## src/rtl/mux_nt1_reg.sv

```systemverilog
// N-to-1 channel mux with registered output; select from explicit load or an auto-scanner.
// Latency: one clock from din/cur_sel to dout; a load takes effect on cur_sel at the load edge.
// No backpressure: en gates the output register and scanner, holding state while low.
module mux_nt1_reg #(
   parameter int WIDTH    = 8,
   parameter int NUM_CH   = 4,
   parameter int SEL_W    = 2,
   parameter int SCAN_DIV = 4
) (
   input  logic                      clk,
   input  logic                      rst_n,
   input  logic [WIDTH*NUM_CH-1:0]   din,
   input  logic [SEL_W-1:0]          sel_in,
   input  logic                      sel_load,
   input  logic                      mode,
   input  logic                      en,
   output logic [WIDTH-1:0]          dout,
   output logic                      dout_valid,
   output logic [SEL_W-1:0]          cur_sel,
   output logic                      wrap,
   output logic                      sel_err
);

   // Divider needs at least one bit even when every enabled clock advances.
   localparam int DIV_W = (SCAN_DIV > 1) ? $clog2(SCAN_DIV) : 1;
   localparam logic [DIV_W-1:0] DIV_LAST = DIV_W'(SCAN_DIV - 1);
   localparam logic [SEL_W-1:0] LAST_CH  = SEL_W'(NUM_CH - 1);

   logic [WIDTH-1:0] ch [NUM_CH];

   logic [WIDTH-1:0] dout_q, dout_d;
   logic             dout_valid_q, dout_valid_d;
   logic [SEL_W-1:0] cur_sel_q, cur_sel_d;
   logic [DIV_W-1:0] div_q, div_d;
   logic             wrap_q, wrap_d;
   logic             sel_err_q, sel_err_d;
   logic             load_ok;

   // Unpack the flat channel bus into an indexable array.
   always_comb begin
      for (int i = 0; i < NUM_CH; i++) begin
         ch[i] = din[i*WIDTH +: WIDTH];
      end
   end

   assign load_ok = sel_load && (sel_in <= LAST_CH);

   // Next-state: output capture, select load (highest priority), then scanning.
   always_comb begin
      dout_d       = dout_q;
      dout_valid_d = 1'b0;
      cur_sel_d    = cur_sel_q;
      div_d        = div_q;
      wrap_d       = 1'b0;
      sel_err_d    = 1'b0;

      if (en) begin
         dout_d       = ch[cur_sel_q];
         dout_valid_d = 1'b1;
      end

      // An out-of-range load is flagged and otherwise ignored, so the scanner keeps running.
      if (sel_load && !load_ok) begin
         sel_err_d = 1'b1;
      end

      if (load_ok) begin
         cur_sel_d = sel_in;
         div_d     = '0;
      end else if (!mode) begin
         div_d = '0;
      end else if (en) begin
         if (div_q == DIV_LAST) begin
            div_d = '0;
            if (cur_sel_q == LAST_CH) begin
               cur_sel_d = '0;
               wrap_d    = 1'b1;
            end else begin
               cur_sel_d = cur_sel_q + 1'b1;
            end
         end else begin
            div_d = div_q + 1'b1;
         end
      end
   end

   // State registers, cleared immediately by reset.
   always_ff @(posedge clk or negedge rst_n) begin
      if (!rst_n) begin
         dout_q       <= '0;
         dout_valid_q <= 1'b0;
         cur_sel_q    <= '0;
         div_q        <= '0;
         wrap_q       <= 1'b0;
         sel_err_q    <= 1'b0;
      end else begin
         dout_q       <= dout_d;
         dout_valid_q <= dout_valid_d;
         cur_sel_q    <= cur_sel_d;
         div_q        <= div_d;
         wrap_q       <= wrap_d;
         sel_err_q    <= sel_err_d;
      end
   end

   assign dout       = dout_q;
   assign dout_valid = dout_valid_q;
   assign cur_sel    = cur_sel_q;
   assign wrap       = wrap_q;
   assign sel_err    = sel_err_q;

endmodule

```

## config.mk

```make
export PLATFORM = sky130hd
export DESIGN_NAME = mux_nt1_reg
export DESIGN_NICKNAME = d
export VERILOG_FILES = /design/src/rtl/mux_nt1_reg.sv
export SDC_FILE = /design/constraint.sdc
export NUM_CORES = 1
export LEC_CHECK = 0
export ABC_AREA = 1
export BUFFER_PORTS_ARGS = -buffer_cell sky130_fd_sc_hd__buf_4
export CAP_MARGIN = 15
export CORE_UTILIZATION = 41
export DETAILED_ROUTE_END_ITERATION = 10
export PLACE_DENSITY = 0.72
export SETUP_SLACK_MARGIN = 0.15
export SKIP_LAST_GASP = 1
export SLEW_MARGIN = 20
export SYNTH_ARGS = -nofsm -noshare
export SYNTH_HDL_FRONTEND = slang
export SYNTH_SLANG_ARGS = --single-unit
```

## constraint.sdc

```tcl
create_clock -name clk -period 0.9 [get_ports clk]
set_input_delay 0.18 -clock clk [delete_from_list [all_inputs] [get_ports clk]]
set_output_delay 0.18 -clock clk [all_outputs]
set_load 0.005 [all_outputs]
```

; ---- Word-level counts from Yosys, hierarchy flattened
; Cells that the tools add are included.
[word_totals]
in_bits = 39
latchBits = 0
ramBits = 0
wordCells = 40
output_inout_bits = 13
mem_bits_ro = 0
register_bits = 15
memories = 0
[classes]
n_mux = 19
order_cmp = 2
n_addsub = 2
multipliers = 0
shifts = 0
bitwise_logic = 1
div_mod_pow = 0
n_eq_ne = 3
n_reduce_logical = 7
[op_table]
columns = op, n
row1 = $mux 2, 9
row2 = $bmux 8 s2, 1
row3 = $mux 8, 2
row4 = $mux 1, 7
row5 = $reduce_bool 2->1, 3
row6 = $add 2x1->2 const B, 2
row7 = $eq 2x2->1 const B, 2
row8 = $ge 3x3->1 const B, 1
row9 = $ne 3x1->1 const B, 1
row10 = $not 2->3, 1
row11 = $reduce_and 3->1, 1
row12 = $le 2x2->1 const B, 1
row13 = $logic_and 1x1->1, 2
row14 = $logic_not 1->1, 1

; ---- Logic depth before layout (Yosys ltp)
; Gate-level depths: netlist of run 1.
[depth]
depth_word = 6
depth_mapped = 8
ltp_nobuf = 6

; ---- Worst setup path after synthesis of run 1
; OpenSTA, ideal clock, no wires.
[synth_path]
path_kind = register to register
startpoint = reg cur_sel_q[0] (netlist: cur_sel[0])
endpoint = reg dout_q[0] (netlist: dout[0])
path_stages_with_launch = 9
path_buffers = 2
required_time_ns = 0.784
setup_ns = 0.116
arrival_ns = 0.966
period_less_slack_ns = 1.083
path_slack_ns = -0.183
path_cell_list = dfrtp_1 > buf_6 > inv_4 > buf_12 > nand2_2 > nand3_2 > nand2_1 > nand2_1 > nand2_1
[synth_between]
elab_chain_len = 4
[synth_rtl]
columns = element, line
row1 = start: declaration, 33  ; logic [SEL_W-1:0] cur_sel_q, cur_sel_d;
row2 = start signal: assignment, 99  ; cur_sel_q <= cur_sel_d;
row3 = $not 2->3 (not written as such), 58  ; dout_d = ch[cur_sel_q];
row4 = $bmux 8 s2, 58
row5 = $mux 8 (not written as such) (2 in a row), 58
row6 = end signal: assignment, 97  ; dout_q <= dout_d;
row7 = end: declaration, 31  ; logic [WIDTH-1:0] dout_q, dout_d;
; No other way between the ends. The select of a mux whose other input is x is not followed.
; A chain may end at the register's enable or synchronous reset.

; ---- Final worst setup path of run 1
[layout_path]
startpoint = reg cur_sel_q[0] (netlist: cur_sel[0])
endpoint = out cur_sel[0]
[layout_rtl]
columns = element, line
row1 = end: declaration, 19  ; output logic [SEL_W-1:0] cur_sel,
; No word-level cell between the ends.

==> out/qor.yml, run 1 <==
status:
  status: "finished, violations left"
  violations: "setup timing"
power_and_ir_drop:
  vdd_drop_max_uv: 845
  clock_power_share: 0.150
  p_leak_nw: 1.07
  switching_share: 0.349
  switchingPower_uw: 824
  total_power_mw: 2.36
  p_seq_frac: 0.342
  p_int_mw: 1.54
  pwr-share-comb: 0.508
  powerDensity_nw_per_um2: 1320
place:
  place_area_um2: 1500
  numPortBuffers: 50
  post-dp-hpwl_um: 1990
  pre_cts_slack_ns: -0.237
  routabilityCongestion: 0.771
synthesis:
  yosys.area.top_type: "dfrtp_1"
  seq_area_frac_synth: 0.323
  synth-seq-cells: 14
  synthesis.instances: 161
  synth.area.top_cells: "dfrtp_1, nand2_1, inv_1"
  ys_types: 19
  syn_area_per_cell_um2: 6.75
  synthMuxAreaShare: 0
  post-synth-top-area-fraction: 0.323
  synth_top_family_by_area: "simple AND/OR/NAND/NOR gates"
  synth-compound-area-share: 0.0300
  syn-cell-area_um2: 1090
  yosys.area_share.simple: 0.421
  synthAdderAreaFrac: 0.0230
  synth_nets: 202
  yosysWarningCount: 0
  synthXorXnorAreaFrac: 0
layout:
  n_antenna_cell: 0
  mostFrequentLayoutCell: "buf_4"
  final_area_um2: 1780
  nNetsFinal: 267
  drive_above_1_share: 0.500
  final_util: 0.714
  syn2layout_area_growth_pct: 64.3
  most-common-layout-cells: "buf_4, nand2_1, inv_1, nand2_2"
die:
  die_h_um: 53.5
  core_area_um2: 2500
  start_util: 0.434
  dieWidth_um: 53.5
  fp.dieArea_um2: 2860
  ios: 52
  core.rowCount: 18
flow_run:
  maxCapViolations: 0
timing:
  setup_slack_ns: -0.278
  drv_slew: 0
  setup_violations: 23
  finalClockSkew_ns: 0.000379
  rsz0062_at_grt: "yes"
  post-route-min-period_ns: 1.18
  final-hold-violation-count: 0
  period_share: 1.31
  fmax_mhz: 849
detailed_routing:
  drtPass1Iterations: 4
  num_vias: 1174
  avgRoutedWirePerCell_um: 11.7
  ant_nets: 0
  via_per_inst: 4.62
  drt_iter0_drc: 13
  drc: 0
  drt-total-wl_um: 2980
cts:
  cts_root_buf: "clkbuf_4"
  clock_latency_ns: 0.28
  cts_buffers: 3
  cts_tree: "yes"
  h-tree-depth: 1
  path_clk_slew_ns: 0.08
  cts_sinks: 14
  cts_max_path_buffers: 2
setup_path:
  required_ns: 0.72
  arrival_ns: 1.00
  cp_cell_sequence: "buf_12, buf_6"
  path_max_fanout: 4
  cp-end-kind: "primary output"
  critPathKind: "register to primary output"
  worst-path-buf-inv: 2
  crit_family: "flip-flops"
  max_stage_delay_ns: 0.44
  start_kind: "register"
  cp_slowest_cell: "dfrtp_1"
global_route:
  grt_pass1_wl_um: 4150
  antenna_found_initial: 0
  overflow: 0
  first_global_vias: 1076
  grtUsageTotal: 0.201
  grt_max_degree: 17
hold_path:
  hp-class: "primary input to register"
[power by group through the flow]
| stage | Combinational [mW] | Sequential, mW | Clock (mW) |
|---|---|---|---|
| floorplan | 0.520 | 0.795 | 0 |
| global placement | 0.882 | 0.794 | 0 |
| detailed placement | 0.906 | 0.798 | 0 |
| CTS | 0.985 | 0.800 | 0.361 |
| global route | 1.32 | 0.814 | 0.386 |
| finish | 1.20 | 0.808 | 0.355 |
[cells by family (layout without fill, tap and decap cells)]
family	count (synthesis)	in the layout
other	1	1
flip-flops	14	14
AND/OR/NAND/NOR	93	93
AO/OA/AOI/OAI	6	6
buffers and inverters	45	108
adder cells (fa/ha/maj)	2	2
[final cells by class]
| cell class | instances | area, um2 |
|---|---|---|
| tap | 30 | 37.5 |
| fill | 202 | 716 |
| sequential | 14 | 350 |
| timing repair buffer | 67 | 601 |
| inverter | 38 | 158 |
| clock buffer | 3 | 22.5 |
| multi-input combinational | 102 | 616 |
[through the flow]
stage | cells | TNS [ns] | hold slack (ns)
6_report | 254 | -3.43 | 0.0521
5_1_grt | 254 | -4.38 | 0.0464
3_3_place_gp | 240 | -1.69 | 0.0377
4_1_cts | 246 | -3.45 | 0.0366
2_1_floorplan | 161 | -1.54 | -0.116
3_5_place_dp | 240 | -2.16 | 0.0388
[routing by layer]
metal  GRT usage  up-vias  wire length (um)
met5           0        -                 0
met4      0.0658        0                51
met3      0.0259        6               112
met2       0.406       39              1640
met1       0.205      538              1180
li1            -      591                 -
[flip-flops by register name, summed over array words and instances, names as in the netlist]
| signal | cells |
|---|---|
| dout | 8 |
| div_q | 2 |
| wrap | 1 |
| cur_sel | 2 |
| dout_valid | 1 |
[final timing paths]
| check | endpoint | cells past startpoint | slack, ns | startpoint |
|---|---|---|---|---|
| max in group asynchronous | cur_sel[0] | 2 | 0.43 | rst_n |
| hold reg to reg | dout[7] | 2 | 0.51 | dout[7] |
| setup / recovery | cur_sel[0] | 2 | -0.28 | cur_sel[0] |
| hold / removal | dout_valid | 1 | 0.05 | en |
| min in group asynchronous | dout_valid | 2 | 0.30 | rst_n |
| setup reg to reg | dout[6] | 7 | -0.26 | cur_sel[0] |
[repair_timing]
| action | CTS | global route |
|---|---|---|
| buffers inserted | 2 | 7 |
| hold endpoints to repair | 14 | 0 |
| cloned | 0 | 1 |
| pin swaps | 4 | 19 |
| gates resized for setup | 17 | 28 |
| setup endpoints to repair | 24 | 25 |
| hold buffers | 1 | 0 |
[synth_stat cells (all sizes together)]
cell type and n:
nand2 71, dfrtp 14, o211ai 1, buf 7, inv 38, o21ai 4, a21oi 1, nor2 4
ha 2, conb 1, nand3 18
[worst reg2reg max path: cells and delay by family (launching register included)]
family                 cells  cell delay [ns]
flip-flops                 1             0.44
AND/OR/NAND/NOR            5             0.28
buffers and inverters      2             0.33
No activity file was read; power rests on OpenSTA's default activity.
==> inputs of run 2 (changes only) <==
--- a/config.mk
+++ b/config.mk
@@ -5,10 +5,10 @@
 export SDC_FILE = /design/constraint.sdc
 export NUM_CORES = 1
 export LEC_CHECK = 0
-export ABC_AREA = 1
+export ABC_AREA = 0
 export BUFFER_PORTS_ARGS = -buffer_cell sky130_fd_sc_hd__buf_4
 export CAP_MARGIN = 15
-export CORE_UTILIZATION = 41
+export CORE_UTILIZATION = 37
 export DETAILED_ROUTE_END_ITERATION = 10
 export PLACE_DENSITY = 0.72
 export SETUP_SLACK_MARGIN = 0.15
==> out/qor.yml, run 2 <==
status:
  status: "finished, violations left"
  violations: "setup timing"
layout:
  seqCellArea_um2: 352
  nNetsFinal: 164
  syn2layout_area_growth_pct: 86.1
  largest_reg_flops: 8
  drive_above_1_share: 0.787
  n_antenna_cell: 0
  mostFrequentLayoutCell: "buf_4"
  most-common-layout-cells: "buf_4, buf_6, dfrtp_1, mux4_2, mux2_4"
  multi_input_comb_area_um2: 455
  fillCellCount: 124
detailed_routing:
  drt_iter0_drc: 11
  via_per_inst: 4.81
  drtPass1Iterations: 3
  avgRoutedWirePerCell_um: 14.7
  drt-total-wl_um: 2180
  ant_nets: 0
  num_vias: 716
  drc: 0
timing:
  setup_violations: 24
  fmax_mhz: 718
  drv_slew: 0
  fin_hold_ws_ns: 0.0952
  finalClockSkew_ns: 0.00379
  final-hold-violation-count: 0
  post-route-min-period_ns: 1.39
  rsz0062_at_grt: "yes"
  period_share: 1.55
  setup_slack_ns: -0.493
setup_path:
  cp_slowest_cell: "mux4_2"
  required_ns: 1.08
  rrSetupSlack_ns: -0.49
  critPathKind: "register to register"
  worst-path-buf-inv: 1
  crit_family: "multiplexers"
  cp_cell_sequence: "buf_6, mux4_2, mux2_4"
  max_stage_delay_ns: 0.50
  arrival_ns: 1.57
  start_kind: "register"
  path_max_fanout: 5
  cp-end-kind: "register"
synthesis:
  yosys.area.top_type: "dfrtp_1"
  seq_area_frac_synth: 0.442
  synth.area.top_cells: "dfrtp_1, mux4_2, mux2_4"
  synth_common_cells: "dfrtp_1, mux2_4, mux4_2, mux2i_1, nor2_1"
  post-synth-top-area-fraction: 0.442
  ys_types: 17
  synth_most_common_cell: "dfrtp_1"
  yosysWarningCount: 0
  synth-seq-cells: 14
  synthesis.instances: 51
  synth_nets: 92
  syn_area_per_cell_um2: 15.6
  synthArstFlopShare: 1.00
  syn-cell-area_um2: 793
  synth_ff_type: "dfrtp_1"
  synth_edf_count: 0
die:
  dieWidth_um: 48.3
  start_util: 0.400
  core_area_um2: 1980
  ios: 52
  fp.dieArea_um2: 2330
  die_h_um: 48.3
  core.rowCount: 16
power_and_ir_drop:
  vdd_drop_max_uv: 865
  powerDensity_nw_per_um2: 1380
  p_leak_nw: 0.734
cts:
  clock_latency_ns: 0.29
  cts_sinks: 14
  cts_tree: "yes"
  cts_buffers: 3
  h-tree-depth: 1
  cts_root_buf: "clkbuf_4"
  cts_max_path_buffers: 2
  path_clk_slew_ns: 0.09
global_route:
  overflow: 0
  antenna_found_initial: 0
  grtUsageTotal: 0.204
  grt_pass1_wl_um: 3480
  first_global_vias: 754
  grt_max_degree: 15
hold_path:
  hp-class: "primary input to register"
place:
  post-dp-hpwl_um: 1450
  routabilityCongestion: 0.737
  numPortBuffers: 50
  pre_cts_slack_ns: -0.477
flow_run:
  maxCapViolations: 0
-- run 2: where the power goes --
part	leakage, nW	internal [mW]	switching [mW]
clock	0.0210	0.246	0.220
sequential	0.170	0.711	0.0637
combinational	0.544	0.582	0.220
total	0.734	1.54	0.503
-- run 2: final timing paths --
path / depth (start not counted) / startpoint / to
max in group asynchronous: 2 / rst_n / cur_sel[1]
hold / removal: 2 / sel_load / cur_sel[1]
hold reg to reg: 2 / dout[2] / dout[2]
setup / recovery: 3 / cur_sel[0] / dout[5]
setup reg to reg: 3 / cur_sel[0] / dout[5]
min in group asynchronous: 2 / rst_n / dout[7]
-- run 2: metal layers --
| layer | part of all wire | routed length (um) | track usage |
|---|---|---|---|
| met5 | 0 | 0 | 0 |
| met4 | 0.033 | 73 | 0.132 |
| met3 | 0.058 | 127 | 0.0472 |
| met2 | 0.49 | 1080 | 0.343 |
| met1 | 0.41 | 904 | 0.232 |
-- run 2: final cells by class --
type,count,area share
sequential,14,0.238
timing repair buffer,71,0.406
tap,27,0.0229
multi-input combinational,33,0.308
clock buffer,4,0.0246
-- run 2: kinds of logic after synthesis --
group	Yosys count	share of synthesized area
DFF	14	0.442
other	1	0.00473
xor gates and xnor gates	1	0.0110
and+or+nand+nor	8	0.0473
AOI/OAI and AO/OA	2	0.0126
adders and majority gates	2	0.0315
muxes	19	0.416
buffers and inverters	4	0.0347
-- run 2: per-stage QoR --
step | instances | instance area, um2 | TNS [ns] | utilization | total power, mW
final | 149 | 1480 | -6.37 | 0.745 | 2.04
after global routing | 149 | 1480 | -7.42 | 0.745 | 2.17
after CTS | 142 | 1390 | -6.42 | 0.699 | 1.97
after detailed placement | 129 | 1230 | -4.74 | 0.621 | 1.35
after global placement | 129 | 1230 | -4.56 | 0.621 | 1.33
after floorplan | 51 | 811 | -4.31 | - | 1.04
-- run 2: what timing repair did --
| item | CTS | global route |
|---|---|---|
| hold buffers | 1 | 0 |
| pin swaps | 0 | 3 |
| setup endpoints to repair | 25 | 25 |
| resized for setup | 12 | 10 |
| hold endpoints to repair | 14 | 0 |
| buffers inserted | 8 | 7 |
